===== src/rtl/cc_request_encoder_pkg.sv =====
// Shared helpers for the request encoder slice: index-width derivation.
package cc_request_encoder_pkg;

  function automatic int clog2(input int n);
    int r;
    r = 0;
    while ((1 << r) < n) r++;
    return r;
  endfunction

endpackage


===== src/rtl/cc_rr_priority_encoder.sv =====
// Round-robin priority encoder: first set bit of cand at or after rr_ptr, wrapping.
module cc_rr_priority_encoder
  import cc_request_encoder_pkg::*;
#(
  parameter int REQ_WIDTH = 8,
  parameter int IDX_WIDTH = 3
) (
  input  logic [REQ_WIDTH-1:0] cand,
  input  logic [IDX_WIDTH-1:0] rr_ptr,
  output logic [IDX_WIDTH-1:0] sel,
  output logic                 any
);

  logic [REQ_WIDTH-1:0]   mask;
  logic [2*REQ_WIDTH-1:0] dbl;

  // Lower half sees only lines at/after rr_ptr; upper half is the wrapped copy,
  // so the lowest set bit of dbl is the round-robin winner.
  always_comb begin
    mask = '0;
    for (int i = 0; i < REQ_WIDTH; i++)
      mask[i] = (i >= int'(rr_ptr));
    dbl = {cand, cand & mask};
    sel = '0;
    for (int i = 2*REQ_WIDTH-1; i >= 0; i--)
      if (dbl[i])
        sel = (i >= REQ_WIDTH) ? IDX_WIDTH'(i - REQ_WIDTH) : IDX_WIDTH'(i);
    any = |cand;
  end

endmodule


===== src/rtl/cc_request_encoder.sv =====
// Sticky multi-hot request collector that emits one binary index per handshake,
// arbitrating pending lines round-robin.
module cc_request_encoder
  import cc_request_encoder_pkg::*;
#(
  parameter int REQ_WIDTH = 8,
  parameter int IDX_WIDTH = 3
) (
  input  logic                 clk,
  input  logic                 reset_n,
  input  logic [REQ_WIDTH-1:0] req,
  output logic [IDX_WIDTH-1:0] idx,
  output logic                 idx_valid,
  input  logic                 idx_ready,
  output logic [REQ_WIDTH-1:0] pending,
  output logic                 busy
);

  if (IDX_WIDTH != clog2(REQ_WIDTH) || REQ_WIDTH < 2) begin : g_bad_params
    $error("cc_request_encoder: IDX_WIDTH must equal clog2(REQ_WIDTH), REQ_WIDTH >= 2");
  end

  logic [REQ_WIDTH-1:0] cand;
  logic [IDX_WIDTH-1:0] rr_ptr;
  logic [IDX_WIDTH-1:0] sel;
  logic                 any;
  logic                 load;

  assign cand = pending | req;
  assign load = !idx_valid || idx_ready;
  assign busy = idx_valid || (|pending);

  cc_rr_priority_encoder #(
    .REQ_WIDTH (REQ_WIDTH),
    .IDX_WIDTH (IDX_WIDTH)
  ) u_prio (
    .cand   (cand),
    .rr_ptr (rr_ptr),
    .sel    (sel),
    .any    (any)
  );

  always_ff @(posedge clk or negedge reset_n) begin
    if (!reset_n) begin
      idx       <= '0;
      idx_valid <= 1'b0;
      pending   <= '0;
      rr_ptr    <= '0;
    end else if (load) begin
      if (any) begin
        idx       <= sel;
        idx_valid <= 1'b1;
        // A same-cycle strobe on sel is absorbed by this grant.
        pending   <= cand & ~(REQ_WIDTH'(1) << sel);
        rr_ptr    <= (sel == IDX_WIDTH'(REQ_WIDTH-1)) ? '0 : sel + 1'b1;
      end else begin
        idx_valid <= 1'b0;
        pending   <= '0;
      end
    end else begin
      // Backpressure: idx stays stable, new strobes only accumulate.
      pending <= cand;
    end
  end

endmodule

===== config.mk =====
export PLATFORM = sky130hd
export DESIGN_NAME = cc_request_encoder
export DESIGN_NICKNAME = d
export VERILOG_FILES = /design/src/rtl/cc_request_encoder_pkg.sv /design/src/rtl/cc_rr_priority_encoder.sv /design/src/rtl/cc_request_encoder.sv
export SDC_FILE = /design/constraint.sdc
export NUM_CORES = 1
export LEC_CHECK = 0
export BUFFER_PORTS_ARGS = -buffer_cell sky130_fd_sc_hd__buf_2
export CORE_MARGIN = 10
export CORE_UTILIZATION = 47
export DETAILED_ROUTE_END_ITERATION = 6
export PLACE_DENSITY = 0.74
export SKIP_CTS_REPAIR_TIMING = 1
export SLEW_MARGIN = 20
export SYNTH_ARGS = -nofsm -noshare
export SYNTH_HDL_FRONTEND = slang
export SYNTH_HIERARCHICAL = 1
export SYNTH_SLANG_ARGS = --single-unit

===== constraint.sdc =====
create_clock -name clk -period 2.5 [get_ports clk]
set_input_delay 0.125 -clock clk [delete_from_list [all_inputs] [get_ports clk]]
set_output_delay 0.125 -clock clk [all_outputs]
set_load 0.005 [all_outputs]

==> summary.txt <==
Global routing
  • Vias in the first global route: 924
  • Initial antenna violation count: 0
  • First-pass GRT wire length: 4290 um
  • Maximum number of pins on one net before global-route repair: 16
  • Overflow after GRT: 0
  • All-Layer GR Usage: 12.1%

Synth
  • Async set-reset flop share out of synthesis: 100%
  • Top cell type's share of synthesized area: 35.9%
  • Mean Syn Cell Area: 9.50 um^2
  • Mapped Area: 1040 um^2
  • Synthesis Warnings: 6
  • Syn nets: 127
  • Seq/Total Area, Yosys: 35.9%
  • Area leader, netlist: dfrtp_1
  • Synth cell types: 33
  • Cell with the most instances after synthesis: dfrtp_1
  • Largest cells by area after synthesis: dfrtp_1, ha_1, mux2_4
  • Number of flops mapped to enable cells by yosys: 0
  • Main synth FF type: dfrtp_1
  • Register bit total from synthesis: 15
  • Cells after Synth: 110
  • Synth cell count leaders: dfrtp_1, inv_1, o21ai_0, a21boi_0, or2_2

Drt
  • DR WL/cell: 15.8 um
  • DR vias: 932
  • Starting DRC count in detailed routing: 49
  • Detail Route Antenna Nets: 0
  • WL final: 2640 um
  • DR vias/cell: 5.58
  • First-pass DRT Iterations: 4
  • DRC errors left: 0

STA
  • Unrepaired setup endpoints after global routing: no
  • Minimum clock period: 2.35 ns
  • Pins Over Slew Limit: 0
  • Final Hold Fails: 0
  • Worst slew margin: 70.2%
  • Final Setup Violations: 0
  • Clock Skews: 0.00283 ns
  • Period utilization: 93.9%
  • Sum of negative setup slack: 0 ns
  • Max frequency: 426 MHz
  • Tightest Pin Transition: 0.447 ns

Pwr
  • Power Density: 1160 nW/um^2
  • P_sw: 0.612 mW
  • Internal cell power: 0.819 mW
  • Peak supply drop: 0.000715 V
  • Reg power frac: 30.6%
  • Sw frac: 42.8%
  • Power share of the combinational group: 59.7%
  • Leakage Power: 0.554 nW
  • Clk pwr share: 9.7%

Place
  • Number of I/O port buffers: 23
  • RD Place Congestion: 0.794
  • DP Area: 1190 um^2
  • Detail Placement HPWL: 2050 um

Worst setup path
  • Worst EP arrival: 2.53 ns
  • CP endpoint kind: register
  • WS Path Type: reg2reg
  • Req. time, crit path: 2.68 ns
  • Crit Path Max Fanout: 6
  • Startpoint types: register

Floorplanning
  • # rows: 17
  • Total die area: 4510 um^2
  • Core area: 2170 um^2
  • Initial Utilization: 48.2%
  • Die width: 67.1 um
  • # IOs: 24
  • Chip Height: 67.1 um

Final layout
  • Reg area: 375 um^2
  • Share of cells above drive strength 1: 34.5%
  • Diodes inserted: 0
  • Multi-input logic area: 604 um^2
  • Layout area overhead: 18.4%
  • Final #Nets: 157
  • Design area: 1240 um^2
  • Filler Cells Inserted: 191

Outcome
  • Status: finished clean

Worst hold path
  • Worst Hold Class: in2async

CTS
  • CTS HTree Levels: 1
  • Worst-path clk slew: 0.09 ns
  • CTS buffer count: 3
  • CTS root buf: clkbuf_4
  • Worst-Skew Late Latency: 0.29 ns
  • Clk sinks: 15
  • TritonCTS clock tree: yes
  • Clk buf depth: 2

Job
  • Max_cap viols: 0
## logic make-up (layout without fill, tap and decap cells)
family	after synthesis	count (layout)	synth area share [%]
buffers and inverters	14	43	7.42
DFF	15	15	35.9
and+or+nand+nor	33	33	19.3
AOI/OAI and AO/OA	36	36	22.0
muxes	6	6	8.14
adders and majority gates	6	6	7.19
## layout make-up
cell class | instances | area share [%]
Multi-Input combinational cell | 81 | 48.8
Clock buffer | 4 | 2.12
Timing Repair Buffer | 28 | 12.5
Tap cell | 28 | 2.83
Inverter | 11 | 3.34
Sequential cell | 15 | 30.3
## power by group through the flow
stage | logic (mW) | registers, mW | clock network, mW
6_report | 0.855 | 0.438 | 0.139
2_1_floorplan | 0.555 | 0.418 | 0
3_3_place_gp | 0.803 | 0.431 | 0
5_1_grt | 0.948 | 0.453 | 0.160
4_1_cts | 0.847 | 0.437 | 0.144
3_5_place_dp | 0.833 | 0.441 | 0
## final timing paths
path / startpoint / to / slack (ns) / depth (start not counted)
setup reg to reg: pending[6] / rr_ptr[0] / 0.15 / 10
setup / recovery: pending[6] / rr_ptr[0] / 0.15 / 10
max in group asynchronous: reset_n / pending[4] / 1.99 / 2
hold / removal: reset_n / idx_valid / 0.26 / 2
min in group clk: req[7] / pending[7] / 0.30 / 3
hold reg to reg: idx[1] / idx[1] / 0.51 / 1
## through the flow
step                      hold slack [ns]  worst slack [ns]  utilization [%]  instances  power, mW
final                               0.261             0.152             57.0        167       1.43
after global routing                0.269            0.0149             57.0        167       1.56
after CTS                          -0.268             0.146             56.0        166       1.43
after detailed placement           0.0483             0.166             54.8        162       1.27
after global placement             0.0374             0.173             54.8        162       1.23
after floorplan                    -0.171             0.124                -        110      0.973
## per-layer routing
| metal | vias to the layer above | track usage (%) | wire, um |
|---|---|---|---|
| li1 | 441 | - | - |
| met1 | 440 | 13.1 | 1060 |
| met2 | 43 | 20.9 | 1260 |
| met3 | 8 | 5.95 | 279 |
| met4 | 0 | 2.82 | 41 |
| met5 | - | 0 | 0 |
## cell usage in the layout, fill, tap and decap left out, types with 5 or more instances in the layout
cell type / count
buf_2: 23
dfrtp_1: 15
inv_1: 11
o21ai_0: 10
a21boi_0: 9
or2_2: 8
a21oi_1: 7
ha_1: 6
nand2b_1: 5
mux2_4: 5
## critical path, stage by stage (launching register included)
cell	delay, ns
dfrtp_1	0.40
or2_2	0.37
and3_2	0.23
a21oi_1	0.10
o21ai_0	0.08
o32ai_1	0.23
buf_4	0.19
ha_1	0.17
ha_1	0.16
nor2_1	0.05
mux2_4	0.26
## sequential cells by signal, summed over array words and instances (netlist names)
register,count
idx,3
idx_valid,1
pending,8
rr_ptr,3
(Power assumes the default switching activity.)
